--- src/rtl/lcd_spi_sink.sv ---
// SPI display-slave receiver: oversamples the SPI pins in the system clock and decodes
// CASET/RASET/RAMWR traffic into (x, y, RGB565) pixel writes.
module lcd_spi_sink #(
  parameter int c_x_bits       = 8,
  parameter int c_y_bits       = 8,
  parameter bit c_clk_polarity = 1'b1,
  parameter int c_sync_stages  = 2
) (
  input  logic                clk,
  input  logic                resetn,
  input  logic                spi_csn,
  input  logic                spi_clk,
  input  logic                spi_mosi,
  input  logic                spi_dc,
  input  logic                spi_resn,
  output logic                cmd_valid,
  output logic [7:0]          cmd,
  output logic                px_valid,
  output logic [c_x_bits-1:0] px_x,
  output logic [c_y_bits-1:0] px_y,
  output logic [15:0]         px_color,
  output logic [2:0]          dbg_state
);

  typedef enum logic [2:0] {
    S_IDLE  = 3'd0,
    S_CASET = 3'd1,
    S_RASET = 3'd2,
    S_RAMWR = 3'd3,
    S_SKIP  = 3'd4
  } state_t;

  // Pad order {csn, clk, mosi, dc, resn}; reset value is the idle bus.
  localparam logic [4:0] c_pad_idle = {1'b1, c_clk_polarity, 1'b0, 1'b0, 1'b1};

  logic [4:0]          r_sync [c_sync_stages];
  logic                w_csn_s, w_clk_s, w_mosi_s, w_dc_s, w_resn_s;
  logic                r_clk_d;
  logic                w_sample;
  logic [7:0]          r_shift;
  logic [2:0]          r_bitcnt;
  logic                r_byte_done;
  logic                r_byte_dc;
  state_t              r_state, w_next_state;
  logic [2:0]          r_idx;
  logic [15:0]         r_xs, r_xe, r_ys, r_ye;
  logic [c_x_bits-1:0] w_xs, w_xe, r_x;
  logic [c_y_bits-1:0] w_ys, w_ye, r_y;
  logic [7:0]          r_color_hi;
  logic                w_unused;

  always_ff @(posedge clk or negedge resetn) begin
    if (!resetn) begin
      for (int i = 0; i < c_sync_stages; i++) r_sync[i] <= c_pad_idle;
    end else begin
      r_sync[0] <= {spi_csn, spi_clk, spi_mosi, spi_dc, spi_resn};
      for (int i = 1; i < c_sync_stages; i++) r_sync[i] <= r_sync[i-1];
    end
  end

  assign {w_csn_s, w_clk_s, w_mosi_s, w_dc_s, w_resn_s} = r_sync[c_sync_stages-1];
  assign w_sample = (w_clk_s != c_clk_polarity) && (r_clk_d == c_clk_polarity) && !w_csn_s;

  assign w_xs = r_xs[c_x_bits-1:0];
  assign w_xe = r_xe[c_x_bits-1:0];
  assign w_ys = r_ys[c_y_bits-1:0];
  assign w_ye = r_ye[c_y_bits-1:0];
  // Window registers keep full 16-bit CASET/RASET values; only the low bits are used.
  assign w_unused = ^{r_xs, r_xe, r_ys, r_ye};
  assign dbg_state = r_state;

  // Byte assembly: csn high only drops the partial bit count, nothing else.
  always_ff @(posedge clk or negedge resetn) begin
    if (!resetn) begin
      r_clk_d     <= c_clk_polarity;
      r_shift     <= 8'h00;
      r_bitcnt    <= 3'd0;
      r_byte_done <= 1'b0;
      r_byte_dc   <= 1'b0;
    end else begin
      r_clk_d     <= w_clk_s;
      r_byte_done <= 1'b0;
      if (!w_resn_s) begin
        r_shift   <= 8'h00;
        r_bitcnt  <= 3'd0;
        r_byte_dc <= 1'b0;
      end else if (w_csn_s) begin
        r_bitcnt <= 3'd0;
      end else if (w_sample) begin
        r_shift  <= {r_shift[6:0], w_mosi_s};
        r_bitcnt <= r_bitcnt + 3'd1;
        if (r_bitcnt == 3'd7) begin
          r_byte_done <= 1'b1;
          r_byte_dc   <= w_dc_s;
        end
      end
    end
  end

  always_ff @(posedge clk or negedge resetn) begin
    if (!resetn) r_state <= S_IDLE;
    else         r_state <= w_next_state;
  end

  always_comb begin
    w_next_state = r_state;
    if (r_byte_done && !r_byte_dc) begin
      case (r_shift)
        8'h2A:   w_next_state = S_CASET;
        8'h2B:   w_next_state = S_RASET;
        8'h2C:   w_next_state = S_RAMWR;
        default: w_next_state = S_SKIP;
      endcase
    end
    if (!w_resn_s) w_next_state = S_IDLE;
  end

  // cmd_valid/px_valid are single-cycle valid strobes with no ready: the consumer must
  // take the qualified outputs in the cycle the strobe is high.
  always_ff @(posedge clk or negedge resetn) begin
    if (!resetn) begin
      r_idx      <= 3'd0;
      r_xs       <= 16'h0000;
      r_xe       <= 16'hFFFF;
      r_ys       <= 16'h0000;
      r_ye       <= 16'hFFFF;
      r_x        <= '0;
      r_y        <= '0;
      r_color_hi <= 8'h00;
      cmd_valid  <= 1'b0;
      cmd        <= 8'h00;
      px_valid   <= 1'b0;
      px_x       <= '0;
      px_y       <= '0;
      px_color   <= 16'h0000;
    end else begin
      cmd_valid <= 1'b0;
      px_valid  <= 1'b0;
      if (!w_resn_s) begin
        r_idx      <= 3'd0;
        r_xs       <= 16'h0000;
        r_xe       <= 16'hFFFF;
        r_ys       <= 16'h0000;
        r_ye       <= 16'hFFFF;
        r_x        <= '0;
        r_y        <= '0;
        r_color_hi <= 8'h00;
        cmd        <= 8'h00;
        px_x       <= '0;
        px_y       <= '0;
        px_color   <= 16'h0000;
      end else if (r_byte_done && !r_byte_dc) begin
        cmd_valid <= 1'b1;
        cmd       <= r_shift;
        r_idx     <= 3'd0;
        if (r_shift == 8'h2C) begin
          r_x <= w_xs;
          r_y <= w_ys;
        end
      end else if (r_byte_done) begin
        case (r_state)
          S_CASET, S_RASET: begin
            if (r_idx != 3'd4) begin
              r_idx <= r_idx + 3'd1;
              if (r_state == S_CASET) begin
                case (r_idx[1:0])
                  2'd0:    r_xs[15:8] <= r_shift;
                  2'd1:    r_xs[7:0]  <= r_shift;
                  2'd2:    r_xe[15:8] <= r_shift;
                  default: r_xe[7:0]  <= r_shift;
                endcase
              end else begin
                case (r_idx[1:0])
                  2'd0:    r_ys[15:8] <= r_shift;
                  2'd1:    r_ys[7:0]  <= r_shift;
                  2'd2:    r_ye[15:8] <= r_shift;
                  default: r_ye[7:0]  <= r_shift;
                endcase
              end
            end
          end
          S_RAMWR: begin
            r_idx <= {2'b00, ~r_idx[0]};
            if (!r_idx[0]) begin
              r_color_hi <= r_shift;
            end else begin
              px_valid <= 1'b1;
              px_x     <= r_x;
              px_y     <= r_y;
              px_color <= {r_color_hi, r_shift};
              if (r_x == w_xe) begin
                r_x <= w_xs;
                r_y <= (r_y == w_ye) ? w_ys : r_y + c_y_bits'(1);
              end else begin
                r_x <= r_x + c_x_bits'(1);
              end
            end
          end
          default: ;
        endcase
      end
    end
  end

endmodule

--- config.mk ---
export PLATFORM = sky130hd
export DESIGN_NAME = lcd_spi_sink
export DESIGN_NICKNAME = d
export VERILOG_FILES = /design/src/rtl/lcd_spi_sink.sv
export SDC_FILE = /design/constraint.sdc
export NUM_CORES = 1
export LEC_CHECK = 0
export BUFFER_PORTS_ARGS = -buffer_cell sky130_fd_sc_hd__buf_2
export CAP_MARGIN = 30
export CORE_ASPECT_RATIO = 0.7
export CORE_MARGIN = 3
export CORE_UTILIZATION = 54
export DETAILED_ROUTE_END_ITERATION = 12
export PLACE_DENSITY = 0.74
export RECOVER_POWER = 25
export SETUP_SLACK_MARGIN = 0.05
export SLEW_MARGIN = 10
export SYNTH_ARGS = -nofsm -noshare
export SYNTH_HDL_FRONTEND = slang
export SYNTH_SLANG_ARGS = --single-unit
export TNS_END_PERCENT = 1
--- constraint.sdc ---
create_clock -name clk -period 1.7 [get_ports clk]
set_input_delay 0.34 -clock clk [delete_from_list [all_inputs] [get_ports clk]]
set_output_delay 0.34 -clock clk [all_outputs]
set_load 0.05 [all_outputs]
Word level (Yosys, flattened, before mapping)
Index checks and enable logic that the tools add are counted.
W data, S select, Z words.
- muxes and demuxes: 92
- reductions and logical operators: 19
- equality and inequality tests: 35
- $add $sub $neg: 4
- bitwise logic cells: 2
- operators by type and width (cell ; number):
    $mux W8 ; 61
    $mux W16 ; 5
    $mux W3 ; 9
    $eq A8 B6 Y1 const B ; 3
    $reduce_and A6 Y1 ; 4
    $ne A2 B1 Y1 const B ; 10
    $add A8 B1 Y8 const B ; 2
    $eq A8 B8 Y1 ; 2
    $mux W1 ; 15
    $ne A3 B1 Y1 const B ; 5
    $reduce_and A4 Y1 ; 3
    $ne A2 B2 Y1 const B ; 5
    $pmux W3 S3 ; 1
    $add A3 B1 Y3 const B ; 2
    $eq A3 B2 Y1 const B ; 2
    $pmux W3 S2 ; 1
    $reduce_and A3 Y1 ; 2
    $reduce_and A5 Y1 ; 1
    $ne A4 B1 Y1 const B ; 1
    $ne A4 B4 Y1 const B ; 1
    $eq A3 B1 Y1 const B ; 1
    $eq A3 B3 Y1 const B ; 1
    $logic_and A1 B1 Y1 ; 3
    $ne A3 B2 Y1 const B ; 1
    9 further kinds ; 11
- register bits: 128
- input bits: 7
- logic and storage cells: 174
- output and inout bits: 45

Logic depth before layout (Yosys ltp)
- word-level depth: 9
- gate-level depth with buffers: 8
- gate-level depth less buffers: 7

Worst setup path before layout
Ideal clock, no wire load.
- path type: flip-flop to flip-flop
- start: register r_state[2], in the netlist dbg_state[2]
- end: register r_x[0]
- data required time: 1576 ps
- cell stages (with the launch flop): 6
- buffers on the path: 0
- path slack: -325 ps
- data arrival time: 1901 ps
- clock period less this slack: 2025 ps
- library setup time: 124 ps
- cell sequence: dfrtp_1 nand3b_2 a21boi_1 o21ai_2 and2_4 a211o_1
- cells in the longest elaborated chain, start to end: 3
- RTL lines (item ; RTL line ; source):
    start: declaration ; 44 ; state_t r_state, w_next_state;
    start signal: assignment ; 102 ; else r_state <= w_next_state;
    $eq A3 B2 Y1 ; 161 ; case (r_state)
    $ne A3 B1 Y1 (no source line) ; -- ;
    $reduce_and A4 Y1 (no source line) ; -- ;
    end signal: assignment ; 157 ; r_x <= w_xs;
    end signal: assignment ; 192 ; r_x <= w_xs;
    end signal: assignment ; 195 ; r_x <= r_x + c_x_bits'(1);
    end: declaration ; 47 ; logic [c_x_bits-1:0] w_xs, w_xe, r_x;
No other way between the ends.
A chain may end at the register's enable or synchronous reset.

Worst setup path after layout
- start: register r_xe[2]
- end: register r_x[7]
- cells in the longest elaborated chain, start to end: 7
- RTL lines (item ; RTL line ; source):
    start: declaration ; 46 ; logic [15:0] r_xs, r_xe, r_ys, r_ye;
    start signal: assignment ; 170 ; default: r_xe[7:0] <= r_shift;
    $eq A8 B8 Y1 ; 191 ; if (r_x == w_xe) begin
    $mux W8 ; 191 ;
    $mux W8 ; 184 ; if (!r_idx[0]) begin
    $mux W8 ; 161 ;
    $mux W8 ; 160 ; end else if (r_byte_done) begin
    $mux W8 ; 152 ; end else if (r_byte_done && !r_byte_dc) begin
    $mux W8 ; 139 ; if (!w_resn_s) begin
No other way between the ends. The select of a mux whose other input is x is not followed.

==> impl_metrics.env <==
export IMPL_run_status="complete, but fails checks"
export IMPL_failed_checks="negative setup slack"
export IMPL_routed_wire_length_per_instance_microns=19.33
export IMPL_globalplace_congestion=0.9802
export IMPL_dr_first_iter_drc_count=468
export IMPL_final_layout_size_suffix_gt1_share_pct=37.66
export IMPL_synth_top_cells_by_area="sky130_fd_sc_hd__dfrtp_1 (45%), sky130_fd_sc_hd__dfstp_2 (10%), sky130_fd_sc_hd__nand2_1 (5.9%), sky130_fd_sc_hd__a21oi_1 (5.4%), sky130_fd_sc_hd__mux2_2 (4.6%)"
export IMPL_timing_slew_headroom_pct=48.45
export IMPL_min_delay_start="spi_resn"
export IMPL_cts_made_buffers=17
export IMPL_avgSynthCellArea_sq_um=10.44
export IMPL_synth_sequential_area_ratio_pct=54.81
export IMPL_clk_insertion_delay_late_ns=0.42
export IMPL_tightest_slew_ns=0.7705
export IMPL_detail_route_drc_violations=0
export IMPL_reg2regPathDepth=6
export IMPL_critical_path_reg2reg_endpoint="r_x[7]"
export IMPL_drt_pre_antenna_iters=6
export IMPL_timing_critical_path_cells="xor2_2 -> nor4_4 -> a21oi_4 -> buf_6 -> mux2i_1 -> o32ai_2"
export IMPL_cts_tree="done"
export IMPL_finalSetupViolations=32
export IMPL_detail_route_wirelength_microns=16260
export IMPL_synthesized_nets=579
export IMPL_clkSinkCount=128
export IMPL_finalInstanceArea_sq_um=7744
export IMPL_die_height_microns=93.43
export IMPL_cap_viol_max_count=0
export IMPL_largest_net_degree_at_the_start_of_global_routing=46
export IMPL_post_synthesis_instance_area_sq_um=5897
export IMPL_netlist_top_cells_count="sky130_fd_sc_hd__dfrtp_1 (105), sky130_fd_sc_hd__nand2_1 (93), sky130_fd_sc_hd__a21oi_1 (64), sky130_fd_sc_hd__nor2_1 (53), sky130_fd_sc_hd__mux2_2 (24)"
export IMPL_timing_reg2reg_setup_slack_ns=-0.25
export IMPL_max_freq_mhz=513.3
export IMPL_multi_input_combinational_cell_area_sq_um=2811
export IMPL_yosysTopAreaCell="sky130_fd_sc_hd__dfrtp_1"
export IMPL_layout_worst_path_cycle_share_pct=114.6
export IMPL_grt_overflow=0
export IMPL_min_delay_path_depth=1
export IMPL_critPathSlowestCell="sky130_fd_sc_hd__dfstp_2"
export IMPL_path_clk_slew_ns=0.06
export IMPL_power_per_cell_area_nw_per_um2=896.7
export IMPL_cts_root_to_sink_buffers=2
export IMPL_area_sequential_sq_um=3237
export IMPL_max_vdd_ir_drop_uv=796.9
export IMPL_synth_most_common_cell="sky130_fd_sc_hd__dfrtp_1"
export IMPL_worstPathMaxFanout=8
export IMPL_pwr_share_clk_pct=48.3
export IMPL_setup_repair_after_global_routing_missed_its_margin="yes"
export IMPL_routed_via_density=5.692
export IMPL_worstSetupPathType="flop to flop"
export IMPL_slew_violations=0
export IMPL_setup_tns_final_ns=-3.408
export IMPL_worstHoldPathType="primary input to flop"
export IMPL_first_global_vias=4738
export IMPL_hold_viol=0
export IMPL_insertedDiodeCount=0
export IMPL_sequential_power_share_pct=45.9
export IMPL_worstSetupStartpointType="flop"
export IMPL_power_report_internal_total_mw=5.279
export IMPL_synth_top_cell_area_share_pct=44.56
export IMPL_count_of_synthesis_stage_warnings_from_yosys=0
export IMPL_cts_root_buf="sky130_fd_sc_hd__clkbuf_16"
export IMPL_dominantRegCellSynth="sky130_fd_sc_hd__dfrtp_1"
export IMPL_switching_power_mw=1.665
export IMPL_die_width_microns=130.9
export IMPL_floorplan_core_area_sq_um=10510
export IMPL_pin_count=52
export IMPL_synthCells=565
export IMPL_power_leakage_nw=3.687
export IMPL_combinational_power_share_pct=5.8
export IMPL_antenna_violations_before_repair=0
export IMPL_global_route_wire_length_before_repair_microns=25820
export IMPL_yosys_register_bits=128
export IMPL_port_buffer_count=51
export IMPL_postLayoutSetupSlackWorst_ns=-0.2482
export IMPL_setup_worst_path_end_class="flop"
export IMPL_dp_hpwl_microns=10900
export IMPL_htree_levels=4
export IMPL_area_growth_synth_to_final_pct=31.32
export IMPL_switching_fraction_of_total_power_pct=23.97
export IMPL_gr_usage_total_pct=28.10
export IMPL_placed_cell_area_sq_um=6919
export IMPL_worst_path_largest_cell_delay_ns=0.56
export IMPL_crit_arrival_ns=2.25
export IMPL_final_net_count=694
export IMPL_postSynth_asyncResetShare_pct=100.0
export IMPL_fp_dieArea_sq_um=12230
export IMPL_final_antenna_net_count=0
export IMPL_worst_ep_required_time_ns=2.00
export IMPL_period_needed_ns=1.948
export IMPL_initial_utilization_pct=56.10
export IMPL_rr_startpoint="r_xe[2]"
export IMPL_fillCellCount=686
export IMPL_clock_skew_ns=0.01103
export IMPL_rows=31
export IMPL_synth_edff_count=0
export IMPL_synth_distinct_cells=56
export IMPL_route_vias_total=4787
export IMPL_postLayoutCoreUtil_pct=73.67
export IMPL_min_to="r_sync[5]"
metal layers:
metal | share of wire, % | routed length, microns | up-vias | track usage, %
met5 | 0 | 0 | - | 0
met1 | 45 | 7323 | 2391 | 40.50
met4 | 1.6 | 265 | 0 | 8.733
li1 | - | - | 2169 | -
met2 | 46 | 7449 | 197 | 42.02
met3 | 7.5 | 1216 | 30 | 7.021
power groups by stage:
stage | Clock, mW | Sequential (mW) | Combinational [mW]
after global routing | 3.55 | 3.19 | 0.440
final | 3.35 | 3.19 | 0.403
after global placement | 0 | 3.23 | 0.367
after detailed placement | 0 | 3.24 | 0.379
after floorplan | 0 | 3.23 | 0.197
after CTS | 3.38 | 3.19 | 0.398
worst max-delay path by stage:
stage | from | endpoint | slack [ns]
3_3_place_gp | r_shift[4] | r_x[7] | -0.24
6_report | r_xe[2] | r_x[7] | -0.25
3_5_place_dp | r_shift[4] | r_x[7] | -0.36
4_1_cts | r_xe[1] | r_x[4] | -0.18
2_1_floorplan | r_xe[1] | r_x[3] | -0.08
5_1_grt | r_xe[2] | r_x[7] | -0.33
sequential cells by signal, summed over array words and instances (netlist names), 3 cells and up:
register    flops
px_color       16
r_sync         10
cmd             8
px_x            8
px_y            8
r_color_hi      8
r_shift         8
r_x             8
r_xe            8
r_xs            8
r_y             8
r_ye            8
r_ys            8
dbg_state       3
r_bitcnt        3
r_idx           3
worst max-delay path: cells and delay by family, from the launching register on:
kind	cells	cell delay, ns
flip-flops	1	0.56
AND/OR/NAND/NOR	1	0.45
AO/OA/AOI/OAI	2	0.44
buffers and inverters	1	0.17
multiplexers	1	0.12
XOR/XNOR	1	0.09
cells by family (layout without fill, tap and decap cells):
group	Yosys count	count (layout)	synth area share, %
flops	128	128	54.81
mux	47	47	8.572
compound gates	104	104	11.39
xor+xnor	20	20	2.971
fa+ha+maj	7	7	1.485
buf+inv	40	168	2.822
simple gates	219	219	17.95
layout by cell type (no fill, tap or decap), types with 4 or more instances in the layout:
cell type	synthesis	layout
sky130_fd_sc_hd__clkbuf_16	0	17
sky130_fd_sc_hd__xor2_1	17	10
sky130_fd_sc_hd__mux2i_1	19	18
sky130_fd_sc_hd__a22o_1	7	7
sky130_fd_sc_hd__ha_1	7	7
sky130_fd_sc_hd__nor2b_1	6	5
sky130_fd_sc_hd__nor4b_4	0	4
sky130_fd_sc_hd__nor3_1	5	5
sky130_fd_sc_hd__nor2_1	53	53
sky130_fd_sc_hd__nand4_1	8	8
sky130_fd_sc_hd__a21oi_4	3	4
sky130_fd_sc_hd__xor2_2	0	7
sky130_fd_sc_hd__and2_1	12	12
sky130_fd_sc_hd__dfrtp_2	0	4
sky130_fd_sc_hd__a21oi_1	64	62
sky130_fd_sc_hd__dfstp_2	23	22
sky130_fd_sc_hd__inv_1	10	8
sky130_fd_sc_hd__buf_2	9	49
sky130_fd_sc_hd__mux2_2	24	14
sky130_fd_sc_hd__nand3_1	14	11
sky130_fd_sc_hd__mux2_4	0	13
sky130_fd_sc_hd__o211ai_1	6	6
sky130_fd_sc_hd__buf_6	0	4
sky130_fd_sc_hd__clkinvlp_4	0	4
sky130_fd_sc_hd__nand2_1	93	93
sky130_fd_sc_hd__buf_12	0	7
sky130_fd_sc_hd__dfrtp_1	105	101
sky130_fd_sc_hd__buf_4	1	61
sky130_fd_sc_hd__or2_2	4	4
stage by stage:
stage / total power, mW / hold WS, ns / std cells / setup WS (ns)
6_report: 6.944 / 0.01842 / 841 / -0.2482
5_1_grt: 7.182 / 0.006221 / 841 / -0.3340
4_1_cts: 6.963 / 0.01313 / 840 / -0.1797
3_5_place_dp: 3.616 / 0.2869 / 806 / -0.3591
3_3_place_gp: 3.599 / 0.2740 / 806 / -0.2391
2_1_floorplan: 3.424 / 0.04441 / 565 / -0.08135
timing repair:
| action | in CTS | in global routing |
|---|---|---|
| buffers inserted | 1 | 2 |
| resized for setup | 31 | 20 |
| endpoints found under the setup margin | 41 | 89 |
| hold buffers | 1 | 0 |
| hold endpoints to repair | 18 | 0 |
| pin swaps | 21 | 8 |
area by class of cell:
type                       count  share of cell area (%)
inverter                      10                  0.4847
sequential                   128                   41.80
multi-input combinational    397                   36.31
tap                          148                   2.391
clock buffer                  22                   6.124
clock inverter                10                   1.018
timing repair buffer         126                   11.88
No activity file was read; power rests on OpenSTA's default activity.
